<file path="src/rtl/core2wb_pipe_if.sv">
// core2wb_pipe_if: core-side req/gnt/rvalid signals and Wishbone B4 pipelined master
// signals of one bridge instance; "master" is the bridge view, "slave" the core/bus view.
interface core2wb_pipe_if #(
  parameter int unsigned AW = 32,
  parameter int unsigned DW = 32
);
  logic            core_req;
  logic            core_gnt;
  logic            core_we;
  logic [DW/8-1:0] core_be;
  logic [AW-1:0]   core_addr;
  logic [DW-1:0]   core_wdata;
  logic            core_rvalid;
  logic [DW-1:0]   core_rdata;
  logic            core_err;

  logic            wb_cyc_o;
  logic            wb_stb_o;
  logic            wb_we_o;
  logic [DW/8-1:0] wb_sel_o;
  logic [AW-1:0]   wb_adr_o;
  logic [DW-1:0]   wb_dat_o;
  logic [DW-1:0]   wb_dat_i;
  logic            wb_ack_i;
  logic            wb_err_i;
  logic            wb_stall_i;

  modport master (
    input  core_req, core_we, core_be, core_addr, core_wdata,
    input  wb_dat_i, wb_ack_i, wb_err_i, wb_stall_i,
    output core_gnt, core_rvalid, core_rdata, core_err,
    output wb_cyc_o, wb_stb_o, wb_we_o, wb_sel_o, wb_adr_o, wb_dat_o
  );

  modport slave (
    output core_req, core_we, core_be, core_addr, core_wdata,
    output wb_dat_i, wb_ack_i, wb_err_i, wb_stall_i,
    input  core_gnt, core_rvalid, core_rdata, core_err,
    input  wb_cyc_o, wb_stb_o, wb_we_o, wb_sel_o, wb_adr_o, wb_dat_o
  );
endinterface

</file>
<file path="src/rtl/core2wb_pipe.sv">
// core2wb_pipe: pipelined Ibex req/gnt/rvalid to Wishbone B4 bridge, up to MAX_OUTSTANDING in flight.
// Define CORE2WB_TIMEOUT_EN to add the bus watchdog and the ABORT drain state.
module core2wb_pipe #(
  parameter int unsigned AW              = 32,
  parameter int unsigned DW              = 32,
  parameter int unsigned MAX_OUTSTANDING = 4,
  parameter int unsigned TIMEOUT         = 256
) (
  input  logic           clk,
  input  logic           rst,
  core2wb_pipe_if.master bus
);

  localparam int unsigned   CW       = $clog2(MAX_OUTSTANDING + 1);
  localparam int unsigned   SW       = DW / 8;
  localparam logic [CW-1:0] CNT_MAX  = CW'(MAX_OUTSTANDING);
  localparam logic [CW-1:0] CNT_ZERO = {CW{1'b0}};
  localparam logic [CW-1:0] CNT_ONE  = CW'(1);

`ifdef CORE2WB_TIMEOUT_EN
  typedef enum logic [1:0] {IDLE = 2'd0, BUSY = 2'd1, ABORT = 2'd2} state_e;
`else
  typedef enum logic [0:0] {IDLE = 1'b0, BUSY = 1'b1} state_e;
`endif

  state_e        state_r;
  state_e        state_nxt_s;
  logic [CW-1:0] cnt_r;
  logic [CW-1:0] cnt_nxt_s;
  logic          rst_hold_r;
  logic          gate_s;
  logic          stb_s;
  logic          gnt_s;
  logic          rsp_s;
  logic          rvalid_s;
  logic          err_s;
  logic [DW-1:0] rdata_s;
  logic          cyc_s;

  // Outputs stay low while reset is applied and for the cycle right after it was sampled
  assign gate_s = rst || rst_hold_r;

  // Handshake decode for both sides of the bridge
  always_comb begin
    stb_s    = 1'b0;
    gnt_s    = 1'b0;
    rsp_s    = 1'b0;
    rvalid_s = 1'b0;
    err_s    = 1'b0;
    rdata_s  = {DW{1'b0}};
    cyc_s    = 1'b0;
    if (gate_s) begin
      stb_s = 1'b0;
    end else begin
      case (state_r)
        IDLE, BUSY: begin
          stb_s    = bus.core_req && (cnt_r < CNT_MAX);
          gnt_s    = stb_s && !bus.wb_stall_i;
          // acks arriving with nothing outstanding are stale and dropped
          rsp_s    = (bus.wb_ack_i || bus.wb_err_i) && (cnt_r != CNT_ZERO);
          rvalid_s = rsp_s;
          err_s    = rsp_s && bus.wb_err_i;
          rdata_s  = bus.wb_dat_i;
          cyc_s    = stb_s || (cnt_r != CNT_ZERO);
        end
`ifdef CORE2WB_TIMEOUT_EN
        ABORT: begin
          // bus is released; every outstanding transfer gets a synthetic error
          rsp_s    = (cnt_r != CNT_ZERO);
          rvalid_s = rsp_s;
          err_s    = rsp_s;
        end
`endif
        default: begin
          stb_s = 1'b0;
        end
      endcase
    end
  end

  assign bus.core_gnt    = gnt_s;
  assign bus.core_rvalid = rvalid_s;
  assign bus.core_rdata  = rdata_s;
  assign bus.core_err    = err_s;
  assign bus.wb_cyc_o    = cyc_s;
  assign bus.wb_stb_o    = stb_s;
  assign bus.wb_we_o     = stb_s && bus.core_we;
  assign bus.wb_sel_o    = stb_s ? bus.core_be    : {SW{1'b0}};
  assign bus.wb_adr_o    = stb_s ? bus.core_addr  : {AW{1'b0}};
  assign bus.wb_dat_o    = stb_s ? bus.core_wdata : {DW{1'b0}};

  // Outstanding count: a grant and a response in the same cycle cancel out
  always_comb begin
    cnt_nxt_s = cnt_r;
    if (gnt_s && !rsp_s) begin
      cnt_nxt_s = cnt_r + CNT_ONE;
    end else if (!gnt_s && rsp_s) begin
      cnt_nxt_s = cnt_r - CNT_ONE;
    end else begin
      cnt_nxt_s = cnt_r;
    end
  end

`ifdef CORE2WB_TIMEOUT_EN
  localparam int unsigned   WW      = $clog2(TIMEOUT);
  localparam logic [WW-1:0] WD_LAST = WW'(TIMEOUT - 1);

  logic [WW-1:0] wd_r;
  logic          expire_s;

  assign expire_s = !gate_s && (state_r == BUSY) && (cnt_r != CNT_ZERO) &&
                    !rsp_s && (wd_r == WD_LAST);

  // Watchdog: counts busy cycles since the last response, restarts on any response
  always_ff @(posedge clk) begin
    if (rst) begin
      wd_r <= {WW{1'b0}};
    end else if ((state_r != BUSY) || rsp_s || (cnt_r == CNT_ZERO)) begin
      wd_r <= {WW{1'b0}};
    end else if (wd_r != WD_LAST) begin
      wd_r <= wd_r + WW'(1);
    end else begin
      wd_r <= wd_r;
    end
  end
`else
  logic unused_timeout_s;
  assign unused_timeout_s = (TIMEOUT > 32'd1);
`endif

  // Next-state selection
  always_comb begin
    state_nxt_s = state_r;
    case (state_r)
      IDLE: begin
        if (gnt_s && !rsp_s) begin
          state_nxt_s = BUSY;
        end else begin
          state_nxt_s = IDLE;
        end
      end
      BUSY: begin
`ifdef CORE2WB_TIMEOUT_EN
        if (expire_s) begin
          state_nxt_s = ABORT;
        end else
`endif
        if (cnt_nxt_s == CNT_ZERO) begin
          state_nxt_s = IDLE;
        end else begin
          state_nxt_s = BUSY;
        end
      end
`ifdef CORE2WB_TIMEOUT_EN
      ABORT: begin
        if (cnt_r <= CNT_ONE) begin
          state_nxt_s = IDLE;
        end else begin
          state_nxt_s = ABORT;
        end
      end
`endif
      default: begin
        state_nxt_s = IDLE;
      end
    endcase
  end

  // State, outstanding count and post-reset gating flag
  always_ff @(posedge clk) begin
    if (rst) begin
      state_r    <= IDLE;
      cnt_r      <= CNT_ZERO;
      rst_hold_r <= 1'b1;
    end else begin
      state_r    <= state_nxt_s;
      cnt_r      <= cnt_nxt_s;
      rst_hold_r <= 1'b0;
    end
  end

endmodule

</file>
<file path="src/flat_wrapper.sv">
// flat-port wrapper written by rule: the top's interface ports become plain ports
module core2wb_pipe_flat 
#(
  parameter int unsigned AW              = 32,
  parameter int unsigned DW              = 32,
  parameter int unsigned MAX_OUTSTANDING = 4,
  parameter int unsigned TIMEOUT         = 256
)
  (clk, rst, bus_core_req, bus_core_we, bus_core_be, bus_core_addr, bus_core_wdata, bus_wb_dat_i, bus_wb_ack_i, bus_wb_err_i, bus_wb_stall_i, bus_core_gnt, bus_core_rvalid, bus_core_rdata, bus_core_err, bus_wb_cyc_o, bus_wb_stb_o, bus_wb_we_o, bus_wb_sel_o, bus_wb_adr_o, bus_wb_dat_o);
  core2wb_pipe_if #(.AW(AW), .DW(DW)) bus_i ();
  input  logic clk;
  input  logic rst;
  input wire logic [$bits(bus_i.core_req)-1:0] bus_core_req;
  input wire logic [$bits(bus_i.core_we)-1:0] bus_core_we;
  input wire logic [$bits(bus_i.core_be)-1:0] bus_core_be;
  input wire logic [$bits(bus_i.core_addr)-1:0] bus_core_addr;
  input wire logic [$bits(bus_i.core_wdata)-1:0] bus_core_wdata;
  input wire logic [$bits(bus_i.wb_dat_i)-1:0] bus_wb_dat_i;
  input wire logic [$bits(bus_i.wb_ack_i)-1:0] bus_wb_ack_i;
  input wire logic [$bits(bus_i.wb_err_i)-1:0] bus_wb_err_i;
  input wire logic [$bits(bus_i.wb_stall_i)-1:0] bus_wb_stall_i;
  output wire logic [$bits(bus_i.core_gnt)-1:0] bus_core_gnt;
  output wire logic [$bits(bus_i.core_rvalid)-1:0] bus_core_rvalid;
  output wire logic [$bits(bus_i.core_rdata)-1:0] bus_core_rdata;
  output wire logic [$bits(bus_i.core_err)-1:0] bus_core_err;
  output wire logic [$bits(bus_i.wb_cyc_o)-1:0] bus_wb_cyc_o;
  output wire logic [$bits(bus_i.wb_stb_o)-1:0] bus_wb_stb_o;
  output wire logic [$bits(bus_i.wb_we_o)-1:0] bus_wb_we_o;
  output wire logic [$bits(bus_i.wb_sel_o)-1:0] bus_wb_sel_o;
  output wire logic [$bits(bus_i.wb_adr_o)-1:0] bus_wb_adr_o;
  output wire logic [$bits(bus_i.wb_dat_o)-1:0] bus_wb_dat_o;
  assign bus_i.core_req = bus_core_req;
  assign bus_i.core_we = bus_core_we;
  assign bus_i.core_be = bus_core_be;
  assign bus_i.core_addr = bus_core_addr;
  assign bus_i.core_wdata = bus_core_wdata;
  assign bus_i.wb_dat_i = bus_wb_dat_i;
  assign bus_i.wb_ack_i = bus_wb_ack_i;
  assign bus_i.wb_err_i = bus_wb_err_i;
  assign bus_i.wb_stall_i = bus_wb_stall_i;
  assign bus_core_gnt = bus_i.core_gnt;
  assign bus_core_rvalid = bus_i.core_rvalid;
  assign bus_core_rdata = bus_i.core_rdata;
  assign bus_core_err = bus_i.core_err;
  assign bus_wb_cyc_o = bus_i.wb_cyc_o;
  assign bus_wb_stb_o = bus_i.wb_stb_o;
  assign bus_wb_we_o = bus_i.wb_we_o;
  assign bus_wb_sel_o = bus_i.wb_sel_o;
  assign bus_wb_adr_o = bus_i.wb_adr_o;
  assign bus_wb_dat_o = bus_i.wb_dat_o;
  core2wb_pipe #(.AW(AW), .DW(DW), .MAX_OUTSTANDING(MAX_OUTSTANDING), .TIMEOUT(TIMEOUT)) u_core (.clk(clk), .rst(rst), .bus(bus_i));
endmodule
</file>
<file path="config.mk">
export PLATFORM = sky130hd
export DESIGN_NAME = core2wb_pipe_flat
export DESIGN_NICKNAME = d
export VERILOG_FILES = /design/src/rtl/core2wb_pipe_if.sv /design/src/rtl/core2wb_pipe.sv /design/src/flat_wrapper.sv
export SDC_FILE = /design/constraint.sdc
export NUM_CORES = 1
export LEC_CHECK = 0
export BUFFER_PORTS_ARGS = -buffer_cell sky130_fd_sc_hd__buf_2
export CORE_AREA = 2 2 82 84
export CTS_BUF_LIST = sky130_fd_sc_hd__clkbuf_8
export CTS_CLUSTER_SIZE = 40
export DETAILED_ROUTE_END_ITERATION = 10
export DIE_AREA = 0 0 84 86
export RECOVER_POWER = 100
export SYNTH_ARGS = -nofsm -noshare
export SYNTH_HDL_FRONTEND = slang
export SYNTH_SLANG_ARGS = --single-unit
</file>
<file path="constraint.sdc">
create_clock -name clk -period 2.15 [get_ports clk]
set_input_delay 0.43 -clock clk [delete_from_list [all_inputs] [get_ports clk]]
set_output_delay 0.43 -clock clk [all_outputs]
set_load 0.03 [all_outputs]
</file>
==> impl_summary.md, run 1 <==
Yosys
Summing every instance area after synthesis gives around 900 sq um. The XOR/XNOR share of the synthesized area is ~1.9%. The post-synthesis share of cell area spent on full adders, half adders and majority gates is about 3.5%.

The top cell type by area accounts for 69.5% of the synthesized area. The synthesized instance count is 135. After synthesis, the largest family of logic cells by area is simple AND/OR/NAND/NOR gates. Of the total synthesized cell area, the portion taken by AND, OR, NAND and NOR gates is 75.9%. The average instance area after synthesis is approximately 6.8 sq um. The total number of yosys warnings is 0. Summing the areas of all compound-gate instances in the mapped netlist gives under 10% of the synthesized area.

The share of cell area taken by muxes after synthesis is 1.09%. The distinct cell type count after synthesis is 20. Summed over all instances, the cell type with the most area after synthesis is sky130_fd_sc_hd__and2_1.

Counting every net in the synthesized netlist gives 244. In this run, synthesis produced a sequential element count of 4. The share of synthesized area occupied by flip-flops and latches is slightly below 9%. By area the synthesized netlist is led by sky130_fd_sc_hd__and2_1 (69%), sky130_fd_sc_hd__dfxtp_1 (8.7%), sky130_fd_sc_hd__clkbuf_2 (3.3%), sky130_fd_sc_hd__nor4b_4 (2.6%), sky130_fd_sc_hd__fa_1 (2.2%).

STA
For the pin with the worst max-slew slack, the measured transition is 0.426 ns. The smallest clock period supported by the final layout is computed as 2.05 ns. Static timing analysis puts the maximum clock frequency at 487 MHz. The number of max-slew violations in the final report is 0. Between clock sinks in the finished design, the worst skew comes to approximately 0.0035 ns. The share of the clock period used by the worst path is 95.6%. The number of hold violations in the final report came to 0. The max-slew headroom at the worst pin is 71.7%. After routing, the total negative slack on setup checks comes to 0 ns. Setup repair after global routing left no endpoint under its margin.

The tightest hold path in the finished design has a slack of 0.558 ns. The least setup slack across all paths after layout is 0.0950 ns. The setup-violating endpoint count in the final report is 0.

Cells and area
Leaving out fill and tap cells, the most frequent cells in the layout are sky130_fd_sc_hd__buf_2 (110), sky130_fd_sc_hd__and2_1 (100), sky130_fd_sc_hd__clkbuf_2 (99), sky130_fd_sc_hd__clkbuf_1 (5). The final antenna diode count is 0. The library cell used most frequently in the layout, excluding fill and tap cells, is sky130_fd_sc_hd__buf_2. The final standard cell area without fillers is 2140 sq um.

Of the cells placed in the final design, the portion with a size suffix greater than 1 is 64.0%. The post-layout instance count excluding filler cells is between 400 and 500. The area growth from synthesis to final layout is 133%. After the last flow step, the layout net total stands at 458.

Power
The power share of the sequential group is between 10% and 20%. The internal portion of total power is about 370 uW. The switching part of the total power is 43.3%. The share of power burned in combinational logic is 62.0%. The total power divided by cell area is roughly 300 nW/um^2. The worst voltage drop across the vdd grid is 0.325 mV. The leakage power is 0.00134 uW.

The clock network accounts for 24.6% of the total power. The analysis attributes to net switching a power of 280 uW.

Placed design
Routability-driven placement finished with a final weighted congestion of between 0.7 and 0.8. The count of port buffers added during placement is 212. The placed instances occupy a cell area of about 2100 sq um. Before CTS, the worst setup slack after placement is -0.0396 ns.

Counting tap cells, the placed design contains a total of 421 instances. The HPWL after detailed placement is 3.96 mm.

Worst setup path
The arrival time of the worst setup path is 2.21 ns. The reg-to-reg critical path endpoint is u_core.cnt_r[2]. The source of the worst register-to-register timing path is u_core.cnt_r[2]. The number of cells on the worst reg-to-reg path is 8. The category of cells accounting for the largest share of critical-path delay is compound AO/OA/AOI/OAI gates. The kind of end point of the critical path is a flop. The number of buffers and inverters on the critical path is 1. The kind of start point of the critical path is a flop.

By startpoint and endpoint, the worst setup path is classified as flop to flop. The critical path goes through o31a_1 -> o21ai_0 -> ha_4 -> inv_2 -> fa_2 -> xor2_1 -> or3_1 -> a21oi_1. The worst register-to-register path has a setup slack of between 0.09 and 0.1 ns. The cell at the slowest stage of the critical path is sky130_fd_sc_hd__dfxtp_1. The largest stage delay on the critical path is 0.36 ns. The highest net fanout along the worst path is 5. For the worst setup path, the data required time is 2.30 ns.

Worst hold path
The instance count along the most critical hold path is 2. The path class of the tightest hold or removal check is primary input to flop. In this run the most critical hold path is launched from rst.

For hold timing, the worst endpoint is u_core.rst_hold_r.

CTS
At the later pin of the worst-skew pair, clock insertion delay measures 0.22 ns. The total CTS buffers is 3. The number of buffers inserted by post-CTS setup repair is 0. Hold repair after CTS inserted 0 buffers. The largest buffer count on any clock path is 2. CTS placed an instance of sky130_fd_sc_hd__clkbuf_8 at the clock tree root.

CTS built an H-tree with a depth of 1. The total clock sinks is 4. The clock tree from TritonCTS is yes. After clock tree synthesis, the clock-pin slew on the worst setup and hold paths is ~0.030 ns.

GRT
The overall track demand over capacity in global routing is 10.8%. The first-pass GRT wire length is between 6 and 7 mm. After global routing the overflow that remains totals 0. The number of global-route vias before repair is 1,393. Entering global routing, the biggest net connects 71 pins. The number of antenna violations at the first check in global routing came to 0.

Routing
Before antenna repair, the detailed router went through 4 iterations. In this run the remaining antenna-violating nets after routing total 0. After detailed routing, the total wire length is 4.51 mm. The final routed DRC violation total is 0. The routed length per placed instance is 10.6 microns. The number of violations reported at the end of detailed-routing iteration 0 is 19. For this block, the via count after detailed routing is 1,627. In the routed layout, each cell is associated on average with a via count of about 3.8.

Die
The core area is ~6300 sq um. The y dimension of the die is 86 microns. In this run the horizontal extent of the chip is 84 microns.

After floorplanning, the core was divided into 29 placement rows. The full die area is 7220 sq um. The starting density of the core is between 10% and 20%. between 200 and 250 I/O pins were placed.

Flow run
The max capacitance violation total is 0.

Status
The run finished with clean final reports.
flip-flops by register name, summed over array words and instances, names as in the netlist:
register           flops
u_core.cnt_r           3
u_core.rst_hold_r      1
worst max path at each step:
| stage | startpoint | to | cells past startpoint | slack (ns) |
|---|---|---|---|---|
| final | u_core.cnt_r[2] | u_core.cnt_r[2] | 8 | 0.1 |
| after global routing | rst | u_core.cnt_r[2] | 9 | 0.01 |
| after CTS | u_core.cnt_r[2] | bus_wb_adr_o[25] | 4 | 0.03 |
| after detailed placement | rst | u_core.cnt_r[2] | 9 | -0.04 |
| after global placement | rst | u_core.cnt_r[2] | 9 | 0.009 |
| after floorplan | rst | u_core.cnt_r[2] | 8 | -0.11 |
repair_timing:
item | CTS | global route
endpoints found under the setup margin | 69 | 70
pin swaps | 0 | 1
gates resized for setup | 1 | 3
hold endpoints to repair | 0 | 0
cell usage after synthesis:
| master | number |
|---|---|
| sky130_fd_sc_hd__o21a_1 | 1 |
| sky130_fd_sc_hd__clkbuf_2 | 6 |
| sky130_fd_sc_hd__fa_1 | 1 |
| sky130_fd_sc_hd__or3_1 | 1 |
| sky130_fd_sc_hd__buf_2 | 1 |
| sky130_fd_sc_hd__nor4_1 | 1 |
| sky130_fd_sc_hd__o31a_1 | 1 |
| sky130_fd_sc_hd__nor2_1 | 3 |
| sky130_fd_sc_hd__ha_1 | 1 |
| sky130_fd_sc_hd__dfxtp_1 | 4 |
| sky130_fd_sc_hd__a21oi_1 | 1 |
| sky130_fd_sc_hd__xor2_1 | 2 |
| sky130_fd_sc_hd__nor3_1 | 1 |
| sky130_fd_sc_hd__nor4b_4 | 1 |
| sky130_fd_sc_hd__and2_1 | 102 |
| sky130_fd_sc_hd__inv_1 | 1 |
| sky130_fd_sc_hd__nor2b_1 | 1 |
| sky130_fd_sc_hd__clkbuf_1 | 3 |
| sky130_fd_sc_hd__o21ai_0 | 2 |
| sky130_fd_sc_hd__mux2i_1 | 1 |
cell families (layout without fill, tap and decap cells):
family          count (synthesis)  count (layout)
compound gates                  5               5
fa+ha+maj                       2               2
simple gates                  110             110
xor+xnor                        2               2
mux                             1               1
flops                           4               4
buf+inv                        11             223
per-layer routing:
layer  GRT usage, %  vias up  share of wire, %
met5              0        -                 0
met4           1.76        0              0.47
met3           2.31        2                12
met2           20.8      128                48
met1           12.5      662                40
li1               -      835                 -
stage by stage:
stage	total power, uW	util (%)
floorplan	320	-
global placement	490	33.5
detailed placement	493	33.5
CTS	658	34.2
global route	690	34.1
finish	647	34.1
area by class of cell:
type / instances / area [sq um]
fillers: 695 / 4140
repair buffers: 219 / 1110
multi-input cells: 120 / 811
well taps: 77 / 96.3
flip-flops and latches: 4 / 80.1
clock buffers: 3 / 41.3
inverters: 1 / 3.75
power by group through the flow:
stage	clock network [uW]	logic, uW	registers [uW]
after floorplan	0	230	89.8
after global placement	0	402	87.8
after detailed placement	0	405	87.9
after CTS	164	407	86.9
after global routing	172	430	87.8
final	159	401	87.1
No activity file was read; power rests on OpenSTA's default activity.
==> run 2, diff against run 1 <==
BUFFER_PORTS_ARGS = default   (was -buffer_cell sky130_fd_sc_hd__buf_2)
CORE_AREA = 2 2 81 83   (was 2 2 82 84)
DIE_AREA = 0 0 83 85   (was 0 0 84 86)
DONT_BUFFER_PORTS = 1   (was default)
==> run 2 against run 1 <==
Against the previous run: core utilization is 0.65 points lower; maximum frequency is 0.40% lower; cell count is 28% lower; worst hold slack worse by 0.32 ns; clock skew is 0.0015 ns lower; sequential cell count stayed put; die area is 2.3% lower; register-to-register slack hardly changed; sequential share of layout area is 0.12 points higher; non-clock buffer count is 119 lower; sequential power is 0.5% higher; worst setup slack worse by 0.0082 ns.
==> impl_summary.md, run 2 (synthesized netlist as in run 1, its figures left out) <==
Die
The core area is 6200 sq um (was 6280 sq um). The boundary pin count is 213 (unchanged). The y dimension of the die is 85 microns (was 86 microns). The total number of placement rows came to 29 (unchanged).

The full die area is 7060 sq um (was 7220 sq um). The overall die width was 83 microns (was 84 microns). The starting density of the core was 14.8% (was 14.6%).

Worst hold path
The end point of the most critical hold path is u_core.rst_hold_r (unchanged). The startpoint of the lowest-slack hold path is rst (unchanged). The instance count along the most critical hold path is 0 (was 2). The path type of the worst min-delay path is primary input to flop (unchanged).

Worst setup path
The number of cells on the worst reg-to-reg path is 9 (was 8). The arrival time of the worst setup path is 2.21 ns (about the same). The start-to-end type of the worst setup path was flop to flop (unchanged). The cell at the slowest stage of the critical path is sky130_fd_sc_hd__fa_2 (was sky130_fd_sc_hd__dfxtp_1). The largest stage delay on the critical path is 0.33 ns (was 0.36 ns). The kind of end point of the critical path is a flop (unchanged). CP cell instances: buf_4 -> o31a_1 -> o21ai_2 -> ha_4 -> inv_1 -> fa_2 -> xor2_1 -> or3_1 -> a21oi_1 (was o31a_1 -> o21ai_0 -> ha_4 -> inv_2 -> fa_2 -> xor2_1 -> or3_1 -> a21oi_1). The highest net fanout along the worst path is 4 (was 5). The required time of the critical path is 2.29 ns (was 2.30 ns).

The source of the worst register-to-register timing path was u_core.cnt_r[2] (unchanged). The worst reg-to-reg setup slack is 0.09 ns (was 0.1 ns). The reg-to-reg critical path endpoint was u_core.cnt_r[2] (unchanged). The kind of start point of the critical path is a flop (unchanged).

STA
The share of the clock period used by the worst path was 96.0% (was 95.6%). The max-slew headroom at the worst pin is 72.5% (was 71.7%). The highest attainable clock frequency is 485 MHz (was 487 MHz). The post-route worst hold slack came to 0.240 ns (was 0.558 ns). The number of hold violations in the final report came to 0 (unchanged).

The transition at the pin with the smallest max-transition slack came to 0.412 ns (was 0.426 ns). The setup-violating endpoint count in the final report came to 0 (unchanged). The final period demand of the worst path came to 2.06 ns (was 2.05 ns). The clock tree skew after final layout was 0.00203 ns (was 0.00350 ns). Unrepaired setup endpoints after global routing: true (was false). The number of max-slew violations in the final report is 0 (unchanged).

GRT
The global routing's busiest layer is met2 (unchanged). The number of antenna violations at the first check in global routing is 0 (unchanged). The largest net degree at the start of global routing was 71 (unchanged). The first-pass GRT wire length was 5.84 mm (was 6.47 mm). The overall track demand over capacity in global routing was 10.2% (was 10.8%).

The number of global-route vias before repair came to 1,172 (was 1,393). The global-route met2 utilization is 19.6% (was 20.8%). The global-route congestion overflow total is 0 (unchanged). The met1 routing resource usage after global routing is 11.0% (was 12.5%). The fraction of met3 tracks used by global routing is 3.50% (was 2.31%).

Power
The leakage power came to 0.000989 uW (was 0.00134 uW). The total power divided by cell area came to 300 nW/um^2 (was 302 nW/um^2). The total power draw is 623 uW (was 647 uW).

The worst voltage drop across the vdd grid is 0.263 mV (was 0.325 mV).

Cells and area
The register bank with the most flops is u_core.cnt_r (unchanged). The share of the core filled with cells is 33.5% (was 34.1%). Most used cells in the layout excluding fill and tap cells: sky130_fd_sc_hd__and2_1 (78), sky130_fd_sc_hd__buf_4 (63), sky130_fd_sc_hd__buf_12 (25), sky130_fd_sc_hd__and2_0 (24), sky130_fd_sc_hd__clkbuf_2 (9) (was sky130_fd_sc_hd__buf_2 (110), sky130_fd_sc_hd__and2_1 (100), sky130_fd_sc_hd__clkbuf_2 (99), sky130_fd_sc_hd__clkbuf_1 (5)). Registers with the most flip-flops: u_core.cnt_r x3, u_core.rst_hold_r x1 (unchanged). The most frequent standard cell in the layout excluding fill and tap cells is sky130_fd_sc_hd__and2_1 (was sky130_fd_sc_hd__buf_2). The number of flip-flops in the largest register was 3 (unchanged). The number of filler instances in the final layout is 626 (was 695). The area growth from synthesis to final layout came to 126% (was 133%). The final antenna diode count is 0 (unchanged).

The fraction of layout cells with a size suffix above 1 is 46.9% (was 64.0%). The final net count came to 339 (was 458). The final standard cell area without fillers is 2080 sq um (was 2140 sq um).

CTS
The library cell used as clock root buffer is sky130_fd_sc_hd__clkbuf_8 (unchanged). The total clock sinks came to 4 (unchanged). The clock tree from TritonCTS is yes (unchanged). The source-to-sink clock delay at the later pin of the worst-skew pair is 0.21 ns (was 0.22 ns).

The level count of the clock H-tree was 1 (unchanged). The clock-pin slew reported for the worst setup and hold paths after clock tree synthesis is 0.03 ns (about the same). The largest buffer count on any clock path is 2 (unchanged). The total CTS buffers is 3 (unchanged).

The number of buffers inserted by post-CTS setup repair came to 0 (unchanged). The number of hold buffers added after cts is 0 (unchanged).

Routing
The number of vias per cell after detailed routing is 4.11 (was 3.84). The number of vias after detailed routing is 1,254 (was 1,627). The final antenna-violating net count is 0 (unchanged). The routed length per placed instance was 13.5 microns (was 10.6 microns). The number of violations reported at the end of detailed-routing iteration 0 came to 12 (was 19). The final routed DRC violation total is 0 (unchanged). The number of detailed-route iterations in the first pass is 2 (was 4). The total length of routed wires came to 4.12 mm (was 4.51 mm).

Placed design
The post-DP HPWL is 3.64 mm (was 3.96 mm). The cell area reported after detailed placement is 2070 sq um (was 2100 sq um). The count of port buffers added during placement is 0 (was 212). The final weighted congestion in routability-driven placement is 0.803 (was 0.767).

Status
Run status: completed (unchanged).

Flow run
The max capacitance violation total was 0 (unchanged).
## run 2: cell types whose count changed in the layout (fill, tap and decap cells not counted), sizes merged
cell / previous run / this run
buf: 115 / 89
clkbuf: 107 / 14
## run 2: worst max path at each step
stage / start / endpoint / cells after the start
6_report: u_core.cnt_r[2] / u_core.cnt_r[2] / 9
5_1_grt: u_core.cnt_r[2] / bus_wb_sel_o[0] / 4
4_1_cts: u_core.cnt_r[2] / u_core.cnt_r[2] / 9
3_5_place_dp: u_core.cnt_r[2] / u_core.cnt_r[2] / 9
3_3_place_gp: u_core.cnt_r[2] / u_core.cnt_r[2] / 9
2_1_floorplan: rst / u_core.cnt_r[2] / 8
## run 2: critical path: cells and delay by family (launching register included)
kind            cells  cell delay [ns]
simple gates        1             0.32
xor+xnor            1             0.16
flops               1             0.32
fa+ha+maj           2             0.48
compound gates      3             0.52
buf+inv             2             0.20
## run 2: repair_timing
item	4_1_cts	5_1_grt
cloned	0	0
endpoints found under the setup margin	44	39
gates resized for setup	2	2
## run 2: metal layers
metal / wire length [microns] / share of wire, %
met1: 1420 / 34
met2: 2190 / 53
met3: 498 / 12
met4: 12 / 0.29
met5: 0 / 0
## run 2: area by class of cell
class	instances	area, sq um	area share, %
inverter	1	3.75	0.181
tap	77	96.3	4.64
sequential	4	80.1	3.86
timing repair buffer	100	1040	50.1
clock buffer	3	41.3	1.99
multi-input combinational	120	815	39.2
## run 2: metrics by stage
| stage | std cells | setup TNS (ns) | setup WS [ns] |
|---|---|---|---|
| 2_1_floorplan | 135 | -0.110 | -0.110 |
| 3_3_place_gp | 302 | 0 | 0.100 |
| 3_5_place_dp | 302 | -0.00388 | -0.00388 |
| 4_1_cts | 305 | 0 | 0.0185 |
| 5_1_grt | 305 | -0.375 | -0.0238 |
| 6_report | 305 | 0 | 0.0869 |
## run 2: power by group
group	internal (uW)	leakage, uW	switching [uW]	total, uW
combinational	160	0.000935	221	381
sequential	81.2	0.0000329	6.33	87.5
clock	119	0.0000216	35.4	154
